`config.mk`:
```
export PLATFORM = sky130hd
export DESIGN_NAME = rr_mux_arbiter_flat
export DESIGN_NICKNAME = d
export VERILOG_FILES = /design/src/rtl/rr_mux_arbiter_if.sv /design/src/rtl/rr_mux_arbiter.sv /design/src/flat_wrapper.sv
export SDC_FILE = /design/constraint.sdc
export NUM_CORES = 1
export LEC_CHECK = 0
export ABC_AREA = 1
export CAP_MARGIN = 10
export CORE_MARGIN = 3
export CORE_UTILIZATION = 35
export DETAILED_ROUTE_END_ITERATION = 12
export GPL_ROUTABILITY_DRIVEN = 0
export PLACE_DENSITY = 0.72
export SLEW_MARGIN = 20
export SYNTH_ARGS = -nofsm -noshare
export SYNTH_HDL_FRONTEND = slang
export SYNTH_SLANG_ARGS = --single-unit
```
`constraint.sdc`:
```
create_clock -name clk -period 2.5 [get_ports clk]
set_input_delay 0.75 -clock clk [delete_from_list [all_inputs] [get_ports clk]]
set_output_delay 0.75 -clock clk [all_outputs]
set_load 0.01 [all_outputs]
```
`src/rtl/rr_mux_arbiter_if.sv`:
```
// Shared-channel bundle between N producers, the round-robin arbiter and one sink.
// The arbiter owns grant/select and the muxed output word; producers and sink drive the rest.
interface rr_mux_arbiter_if #(
    parameter int N     = 4,
    parameter int W     = 8,
    parameter int SEL_W = 2
);
    logic [N-1:0]     req;
    logic [N*W-1:0]   din;
    logic [N-1:0]     gnt;
    logic [SEL_W-1:0] sel;
    logic             out_valid;
    logic [W-1:0]     out_data;
    logic             out_ready;
    logic             busy;

    modport master (
        input  req,
        input  din,
        input  out_ready,
        output gnt,
        output sel,
        output out_valid,
        output out_data,
        output busy
    );

    modport slave (
        output req,
        output din,
        output out_ready,
        input  gnt,
        input  sel,
        input  out_valid,
        input  out_data,
        input  busy
    );
endinterface

```
`src/rtl/rr_mux_arbiter.sv`:
```
// Round-robin arbiter driving the select of an N:1 data mux onto one valid/ready channel.
// The grant is held until the sink accepts the word; winners rotate to lowest priority.
module rr_mux_arbiter #(
    parameter int N     = 4,
    parameter int W     = 8,
    parameter int SEL_W = 2
) (
    input  logic             clk,
    input  logic             rst_n,
    rr_mux_arbiter_if.master arb
);

    typedef enum logic {
        IDLE,
        GRANT
    } state_e;

    state_e           state_q, state_d;
    logic [N-1:0]     gnt_q, gnt_d;
    logic [SEL_W-1:0] sel_q, sel_d;
    logic [SEL_W-1:0] ptr_q, ptr_d;

    logic [SEL_W-1:0] ptr_inc;
    logic [SEL_W-1:0] base;
    logic [SEL_W-1:0] win;
    logic [N-1:0]     win_oh;
    logic             found;
    logic             busy;
    logic             out_valid;
    logic             xfer;

    assign busy      = (state_q == GRANT);
    assign out_valid = busy & arb.req[sel_q];
    assign xfer      = out_valid & arb.out_ready;

    assign ptr_inc = (sel_q == SEL_W'(N - 1)) ? '0 : sel_q + 1'b1;

    // In GRANT a new search only matters on xfer, so it starts after the winner.
    assign base = busy ? ptr_inc : ptr_q;

    always_comb begin
        int idx;
        found = 1'b0;
        win   = '0;
        idx   = 0;
        for (int k = 0; k < N; k++) begin
            idx = int'(base) + k;
            if (idx >= N) begin
                idx = idx - N;
            end
            if (!found && arb.req[idx]) begin
                found = 1'b1;
                win   = SEL_W'(idx);
            end
        end
    end

    assign win_oh = {{(N - 1){1'b0}}, 1'b1} << win;

    always_comb begin
        state_d = state_q;
        gnt_d   = gnt_q;
        sel_d   = sel_q;
        ptr_d   = ptr_q;
        case (state_q)
            IDLE: begin
                if (found) begin
                    state_d = GRANT;
                    gnt_d   = win_oh;
                    sel_d   = win;
                end
            end
            GRANT: begin
                if (xfer) begin
                    ptr_d = ptr_inc;
                    if (found) begin
                        gnt_d = win_oh;
                        sel_d = win;
                    end else begin
                        state_d = IDLE;
                        gnt_d   = '0;
                    end
                end else if (!arb.req[sel_q]) begin
                    state_d = IDLE;
                    gnt_d   = '0;
                end
            end
            default: begin
                state_d = IDLE;
                gnt_d   = '0;
            end
        endcase
    end

    always_ff @(posedge clk or negedge rst_n) begin
        if (!rst_n) begin
            state_q <= IDLE;
            gnt_q   <= '0;
            sel_q   <= '0;
            ptr_q   <= '0;
        end else begin
            state_q <= state_d;
            gnt_q   <= gnt_d;
            sel_q   <= sel_d;
            ptr_q   <= ptr_d;
        end
    end

    assign arb.gnt       = gnt_q;
    assign arb.sel       = sel_q;
    assign arb.busy      = busy;
    assign arb.out_valid = out_valid;
    assign arb.out_data  = arb.din[sel_q * W +: W];

endmodule

```
`src/flat_wrapper.sv`:
```
// flat-port wrapper written by rule: the top's interface ports become plain ports
module rr_mux_arbiter_flat 
#(
    parameter int N     = 4,
    parameter int W     = 8,
    parameter int SEL_W = 2
)
  (clk, rst_n, arb_req, arb_din, arb_out_ready, arb_gnt, arb_sel, arb_out_valid, arb_out_data, arb_busy);
  rr_mux_arbiter_if #(.N(N), .W(W), .SEL_W(SEL_W)) arb_i ();
  input  logic clk;
  input  logic rst_n;
  input wire logic [$bits(arb_i.req)-1:0] arb_req;
  input wire logic [$bits(arb_i.din)-1:0] arb_din;
  input wire logic [$bits(arb_i.out_ready)-1:0] arb_out_ready;
  output wire logic [$bits(arb_i.gnt)-1:0] arb_gnt;
  output wire logic [$bits(arb_i.sel)-1:0] arb_sel;
  output wire logic [$bits(arb_i.out_valid)-1:0] arb_out_valid;
  output wire logic [$bits(arb_i.out_data)-1:0] arb_out_data;
  output wire logic [$bits(arb_i.busy)-1:0] arb_busy;
  assign arb_i.req = arb_req;
  assign arb_i.din = arb_din;
  assign arb_i.out_ready = arb_out_ready;
  assign arb_gnt = arb_i.gnt;
  assign arb_sel = arb_i.sel;
  assign arb_out_valid = arb_i.out_valid;
  assign arb_out_data = arb_i.out_data;
  assign arb_busy = arb_i.busy;
  rr_mux_arbiter #(.N(N), .W(W), .SEL_W(SEL_W)) u_core (.clk(clk), .rst_n(rst_n), .arb(arb_i));
endmodule
```
---- Word-level counts from Yosys, hierarchy flattened ----
Cells that the tools add are included.
storage, ports and cells
  input port bits ......................... 39
  flip-flop bits (word level) ............. 9
operators by class
  bitwise gates (word level) .............. 3
  add/sub/neg operators ................... 8
  mux-type cells .......................... 40
  $lt $le $gt $ge ......................... 9
  reductions and logical operators ........ 8
  shift operators ......................... 2
  eq/ne operators ......................... 4
operators with widths
  kind                   number
  $lt 32x4->1 const B    4
  $mux 32                4
  $ge 32x4->1 const B    3
  $sub 32x4->32 const B  3
  $shiftx 32x6->8        1
  $mux 1                 16
  $mux 2                 8
  $mux 4                 4
  $bmux 1 s2             5
  $pmux 4 s2             1
  $add 2x2->3 const B    2
  $pmux 2 s2             1
  $reduce_and 2->1       2
  $shl 1x2->4 const A    1
  $sub 2x3->4 const B    1
  $add 2x1->3 const B    1
  $ge 2x3->1 const B     1
  $logic_and 1x1->1      3
  $logic_not 1->1        3
  $lt 2x3->1 const B     1
  $ne 3x3->1 const B     1
  $add 2x1->2 const B    1
  $and 1x1->1            2
  $eq 2x2->1 const B     1
  4 further kinds        4

---- Logic depth before layout (Yosys ltp) ----
Gate-level depths: netlist (run 1).
  depth in word-level cells ............... 22
  depth in mapped cells ................... 15
  mapped depth without buffers ............ 15

---- Least setup slack after synthesis (run 1) ----
OpenSTA, ideal clock, no wires.
  path type ............................... register -> output
  start point ............................. register u_core.sel_q[0], in the netlist u_core.arb.sel[0]
  end point ............................... output arb_out_data[0]
  data required time ...................... 1750 ps
  slack ................................... 475 ps
  stages on the path, launching flop included .. 5
  data arrival time ....................... 1275 ps
  buffers on the path ..................... 2
  path through ............................ dfrtp_1 -> buf_2 -> clkbuf_1 -> nor2_1 -> o22ai_1
between the ends
  longest elaborated chain between the ends .. 1
ends and longest elaborated chain
  item                      line                   source
  start: declaration        rr_mux_arbiter.sv:20   logic [SEL_W-1:0] sel_q, sel_d;
  start signal: assignment  rr_mux_arbiter.sv:104  sel_q <= sel_d;
  $shiftx 32x6->8           rr_mux_arbiter.sv:113  assign arb.out_data = arb.din[sel_q * W +: W];
  end: declaration          flat_wrapper.sv:18     output wire logic [$bits(arb_i.out_data)-1:0] arb_out_data;
No other way between the ends.

---- Worst setup path after layout (run 1) ----
  start point ............................. input arb_din[17]
  end point ............................... output arb_out_data[1]
between the ends
  longest elaborated chain between the ends .. 1
ends and longest elaborated chain
  item                line                   source
  start: declaration  flat_wrapper.sv:13     input wire logic [$bits(arb_i.din)-1:0] arb_din;
  $shiftx 32x6->8     rr_mux_arbiter.sv:113
No other way between the ends.

==> flow_summary_export.csv, run 1 <==
group,metric,value,unit
status,status,"complete, no violations",
sta,tns,0,ps
sta,hold_viol_final,0,
detailed_routing,drc,0,
setup_path,end_kind,"output port",
detailed_routing,wire_per_inst,12.17,um
die,fp.dieH,60.70,um
layout,area_growth,65.83,%
setup_path,critPathTopFamily,"buffers and inverters",
place,dp_hpwl,2810,um
setup_path,cp.depth,4,
die,die_w,60.70,um
yosys,yosys-top-cells-count,"nand2_1 (56), nor2_1 (23), o21ai_0 (23)",
yosys,synth_async_sr_flop_share,1.000,
clock_tree,clk_pin_slew,60,ps
layout,drive_gt1_frac,0.2137,
global_route,grt_usage,0.1924,
sta,worstMarginPinSlew,428.4,ps
global_route,grt_pass1_vias,1162,
yosys,ys_seq_area_frac,0.2151,
yosys,synth.distinct_cells,20,
pwr,leakage,0.8714,nW
global_route,grt_overflow,0,
setup_path,r2r_slack,280,ps
yosys,syn-num-nets,219,
die,core,2805,um^2
setup_path,slowest_delay,450,ps
yosys,synth-edff-count,0,
layout,nets,289,
yosys,synth.ff_latch_count,9,
yosys,yosys.area.top_type_share,0.2151,
global_route,top_usage_layer,"met2",
setup_path,critPathBufInv,2,
clock_tree,clock_latency,270,ps
layout,finish.instance_area,1737,um^2
yosys,synth_area_leader_cell,"dfrtp_1",
sta,rsz0062_at_grt,"false",
place,place_area,1723,um^2
detailed_routing,dr.pass1.iters,4,
detailed_routing,vias_per_cell,4.914,
clock_tree,cts_hold_buffers,0,
sta,setup_viol,0,
yosys,synth_area,1047,um^2
sta,slew_headroom,0.7135,
setup_path,critical_path_required,1750,ps
detailed_routing,antenna_left,0,
clock_tree,clk_path_buf_depth,2,
global_route,grt_first_pass_wirelength,5368,um
global_route,met3_usage,0.05532,
setup_path,rr_worst_depth,16,
detailed_routing,drt_iter0_markers,59,
worst_hold_path,hold_start,"u_core.arb.gnt[2]",
clock_tree,cts_buffers,3,
die,rows,19,
clock_tree,h-tree-depth,1,
worst_hold_path,hold_class,"register to register",
setup_path,r2r_end,"u_core.arb.gnt[2]",
die,start_util,0.3733,
clock_tree,clock-sinks,9,
pwr,ir_worst_vdd,0.0009492,V
setup_path,critPathLaunchType,"input pin",
detailed_routing,num_vias,1371,
worst_hold_path,worstHoldPathCells,2,
global_route,grtUsageMet1,0.2709,
die,io_pins,55,
sta,fin_skew,2.766,ps
sta,period_share,0.9850,
yosys,synth_area_leaders,"dfrtp_1 (22%), nand2_1 (20%), o21ai_0 (11%)",
worst_hold_path,hold-path-endpoint,"u_core.arb.gnt[2]",
place,io_buffers,54,
setup_path,critPathMaxFanout,1,
yosys,yosysWarnings,0,
yosys,syn_inst,179,
yosys,post-synth-top-count-cell,"nand2_1",
global_route,antenna_found_initial,0,
setup_path,crit_chain,"clkdlybuf4s50_1 -> o21ai_0 -> o22ai_1 -> dlygate4sd2_1",
sta,maxSlewViolCount,0,
pwr,power_density,1295,nW/um^2
yosys,synth_area_per_cell,5.851,um^2
layout,num_antenna_cells,0,
setup_path,worstPathArrival,1710,ps
detailed_routing,routed_wl,3396,um
clock_tree,cts_tree,"done",
global_route,met2_usage,0.2977,
clock_tree,ctsRootBufferMaster,"clkbuf_4",
sta,worst_hold_slack,476.2,ps
job,drv_cap,0,
die,fp.dieArea,3684,um^2
setup_path,regToRegStartpoint,"u_core.arb.sel[0]",
yosys,synthFlopType,"dfrtp_1",
global_route,grt_max_degree,13,
setup_path,crit_type,"input pin to output port",
sta,period_needed,2462,ps
sta,max_freq,0.4061,GHz
setup_path,worst_path_max_delay_cell,"clkdlybuf4s50_1",
[cell usage in the layout, fill, tap and decap left out, drive strengths merged]
master	Yosys	layout
a21oi	4	4
clkbuf	3	8
ha	1	1
nand3	11	11
dlymetal6s2s	0	2
inv	14	14
dfrtp	9	9
a21boi	1	1
nand2	73	73
nand4	3	3
clkdlybuf4s50	0	43
dlygate4sd2	0	4
o22ai	9	9
nor2	27	27
buf	1	16
o21ai	23	23
[layer usage]
layer	wire, um	vias to the layer above
met2	1596	30
li1	-	724
met4	13	0
met3	211	2
met5	0	-
met1	1574	615
[power by group]
group	internal [W]	switching [W]	total, W
Clock	0.0000618	0.0000551	0.000117
Sequential	0.000206	0.0000679	0.000274
Combinational	0.000735	0.00112	0.00186
Total	0.00100	0.00125	0.00225
[metrics by stage]
step / total power [W] / util / worst slack [ps] / std cells
3_3_place_gp: 0.002156 / 0.6142 / -511.3 / 275
4_1_cts: 0.002240 / 0.6204 / -236.6 / 279
2_1_floorplan: 0.001522 / - / 475.2 / 179
5_1_grt: 0.002503 / 0.6191 / 0.2147 / 279
3_5_place_dp: 0.002176 / 0.6142 / -536.9 / 275
6_report: 0.002250 / 0.6191 / 37.62 / 279
[timing repair]
item / 4_1_cts / 5_1_grt
buffers inserted: 0 / 0
endpoints found under the hold margin: 0 / 0
gates resized for setup: 11 / 19
pin swaps: 0 / 4
endpoints found under the setup margin: 9 / 5
[cell families (layout without fill, tap and decap cells)]
kind of cell,count (synthesis),count (layout),synth area share
and+or+nand+nor,114,114,0.5078
buffers and inverters,18,87,0.06809
DFF,9,9,0.2151
AOI/OAI and AO/OA,37,37,0.1971
adders and majority gates,1,1,0.01195
[worst max path at each step]
stage                 startpoint         endpoint  slack [ps]
2_1_floorplan  u_core.arb.sel[0]  arb_out_data[0]         480
3_3_place_gp          arb_req[2]    arb_out_valid        -510
3_5_place_dp          arb_req[2]    arb_out_valid        -540
4_1_cts               arb_req[2]    arb_out_valid        -240
5_1_grt              arb_din[20]  arb_out_data[4]         0.2
6_report             arb_din[17]  arb_out_data[1]          40
[worst min-delay path: stages, from the launching register on]
cell and delay, ps:
dfrtp_1 340, nand2_1 50, nand2_1 50
[sequential cells by signal, indices dropped and copies added (netlist names)]
name             count
u_core.arb.gnt       4
u_core.ptr_q         2
u_core.arb.sel       2
u_core.arb.busy      1
[final cells by class]
cell class / count / area (um^2)
Tap cell: 31 / 38.79
Clock buffer: 4 / 26.28
Multi-Input combinational cell: 152 / 757.0
Timing Repair Buffer: 69 / 634.4
Inverter: 14 / 55.05
Fill cell: 262 / 1069
Sequential cell: 9 / 225.2
Power figures use the tool's default switching activity.
==> run 2, diff against run 1 <==
Settings changed: ABC_AREA 1 to 0, PLACE_DENSITY 0.72 to 0.79.
==> flow_summary_export.csv, run 2 <==
group,metric,value,unit
layout,final_cell_mix,"dlygate4sd2_1 (19), dlymetal6s2s_1 (13)",
global_route,grt_pass1_vias,870,
layout,drive_gt1_frac,0.3182,
setup_path,critPathMaxFanout,2,
setup_path,critPathTopFamily,"multiplexers",
yosys,synth_async_sr_flop_share,1.000,
detailed_routing,wire_per_inst,16.26,um
detailed_routing,antenna_left,0,
pwr,finalPower,0.001467,W
setup_path,critPathBufInv,2,
detailed_routing,drt_iter0_markers,7,
detailed_routing,routed_wl,2585,um
place,dpl_worst_slack,-603.0,ps
pwr,p_comb_frac,0.734,
yosys,synth_area_per_cell,11.74,um^2
die,fp.dieH,53.76,um
yosys,synthFlopType,"dfrtp_1",
pwr,ir_worst_vdd,0.0007374,V
setup_path,worstPathArrival,1730,ps
layout,area_growth,82.60,%
worst_hold_path,worstHoldPathCells,2,
worst_hold_path,hold_start,"u_core.arb.gnt[0]",
yosys,yosys.area.top_type_share,0.2821,
global_route,grt_overflow,0,
layout,num_antenna_cells,0,
die,fp.dieArea,2890,um^2
yosys,synth_area_leader_cell,"dfrtp_1",
layout,largest_register_ffs,4,
place,dp_hpwl,2142,um
clock_tree,clock_latency,260,ps
yosys,synth.distinct_cells,32,
setup_path,worst_path_max_delay_cell,"mux4_2",
clock_tree,clk_pin_slew,60,ps
pwr,intPower,0.0008916,W
pwr,leakage,0.7448,nW
global_route,grt_usage,0.1899,
sta,worstMarginPinSlew,445.1,ps
setup_path,regToRegStartpoint,"u_core.arb.sel[0]",
die,io_pins,55,
sta,hold_viol_final,0,
die,die_w,53.76,um
setup_path,r2r_end,"u_core.arb.gnt[2]",
setup_path,slowest_delay,500,ps
sta,rsz0062_at_grt,"false",
clock_tree,clk_path_buf_depth,2,
clock_tree,ctsRootBufferMaster,"clkbuf_4",
clock_tree,cts_hold_buffers,0,
detailed_routing,num_vias,850,
detailed_routing,drc,0,
sta,fin_skew,0.3973,ps
worst_hold_path,hold-path-endpoint,"u_core.arb.gnt[0]",
clock_tree,cts_buffers,3,
global_route,antenna_found_initial,0,
sta,tns,0,ps
yosys,synth_area,798.3,um^2
sta,max_freq,0.4039,GHz
pwr,p_clk_frac,0.077,
detailed_routing,dr.pass1.iters,4,
yosys,ys_seq_area_frac,0.2821,
layout,final_common_cell,"dlygate4sd2_1",
yosys,yosys-top-cells-count,"dfrtp_1 (9), mux4_2 (9), nor2_1 (6)",
yosys,synth-edff-count,0,
yosys,syn-num-nets,108,
pwr,switchingPower,0.0005754,W
setup_path,crit_type,"input pin to output port",
layout,nets,173,
global_route,grt_max_degree,12,
place,place_area,1419,um^2
setup_path,critPathLaunchType,"input pin",
detailed_routing,vias_per_cell,5.346,
clock_tree,clock-sinks,9,
die,rows,16,
die,core,2062,um^2
setup_path,r2r_slack,440,ps
setup_path,end_kind,"output port",
sta,period_needed,2476,ps
sta,maxSlewViolCount,0,
sta,slew_headroom,0.6986,
global_route,grt_first_pass_wirelength,3905,um
clock_tree,h-tree-depth,1,
job,drv_cap,0,
setup_path,rr_worst_depth,6,
yosys,yosysWarnings,0,
sta,setup_viol,0,
pwr,power_density,1006,nW/um^2
sta,period_share,0.9903,
layout,multiInputGateArea,543.0,um^2
clock_tree,cts_tree,"done",
sta,fin_ws,24.26,ps
layout,finish.instance_area,1458,um^2
layout,fillCellCount,165,
yosys,synth.ff_latch_count,9,
layout,regArea,225.2,um^2
status,status,"complete, no violations",
worst_hold_path,hold_class,"register to register",
pwr,switching_share,0.3922,
die,start_util,0.3871,
place,io_buffers,54,
setup_path,crit_chain,"clkdlybuf4s15_1 -> mux4_2 -> and2_4 -> buf_6",
pwr,pwr-share-seq,0.189,
layout,fin_util,0.7069,
yosys,syn_inst,68,
yosys,synth_area_leaders,"dfrtp_1 (28%), mux4_2 (25%), o31ai_1 (3.8%)",
setup_path,critical_path_required,1750,ps
run 2: worst register-to-register path, stage by stage (launching register included):
cell	delay (ps)
dfrtp_1	410
buf_4	190
ha_1	330
mux2i_1	280
a2111oi_2	110
or3_4	390
o31ai_1	260
run 2: area by class of cell:
type,instances,share of cell area
Timing Repair Buffer,63,0.4240
Multi-Input combinational cell,53,0.3725
Sequential cell,9,0.1545
Tap cell,27,0.02318
Clock buffer,4,0.01803
Inverter,3,0.007725
run 2: worst max path at each step:
stage,start,endpoint,slack [ps],cells after the start
CTS,arb_din[13],arb_out_data[5],0.7,3
global placement,arb_req[3],arb_out_valid,-580,4
finish,arb_req[0],arb_out_valid,20,4
detailed placement,arb_req[3],arb_out_valid,-600,4
global route,arb_req[0],arb_out_valid,5,4
floorplan,arb_req[3],arb_out_valid,290,2
run 2: per-layer routing:
metal | wire, um | vias up | track usage | share of wire
li1 | - | 400 | - | -
met4 | 35 | 0 | 0.08936 | 0.014
met2 | 1279 | 49 | 0.3448 | 0.49
met5 | 0 | - | 0 | 0
met1 | 907 | 397 | 0.1976 | 0.35
met3 | 363 | 4 | 0.05540 | 0.14
run 2: repair_timing:
action / in CTS / in global routing
setup endpoints to repair: 9 / 6
gates cloned: 0 / 0
setup buffers: 0 / 0
endpoints found under the hold margin: 0 / 0
gates resized for setup: 72 / 16
run 2: power by group through the flow:
stage	Sequential [W]	Combinational (W)	Clock, W
after floorplan	0.000283	0.000632	0
after global placement	0.000277	0.00105	0
after detailed placement	0.000280	0.00106	0
after CTS	0.000279	0.00108	0.000120
after global routing	0.000292	0.00117	0.000128
final	0.000278	0.00108	0.000113
run 2: per-stage QoR:
step                hold slack (ps)  instances
finish                        489.9        159
global route                  515.9        159
CTS                           494.7        159
detailed placement            474.7        155
global placement              474.3        155
floorplan                     454.4         68
run 2: logic make-up (layout without fill, tap and decap cells):
logic type,Yosys count,in the layout,share of synthesized area
adders and majority gates,1,1,0.01567
and+or+nand+nor,23,23,0.1615
DFF,9,9,0.2821
muxes,13,13,0.3135
AOI/OAI and AO/OA,16,16,0.1865
buffers and inverters,6,70,0.04075
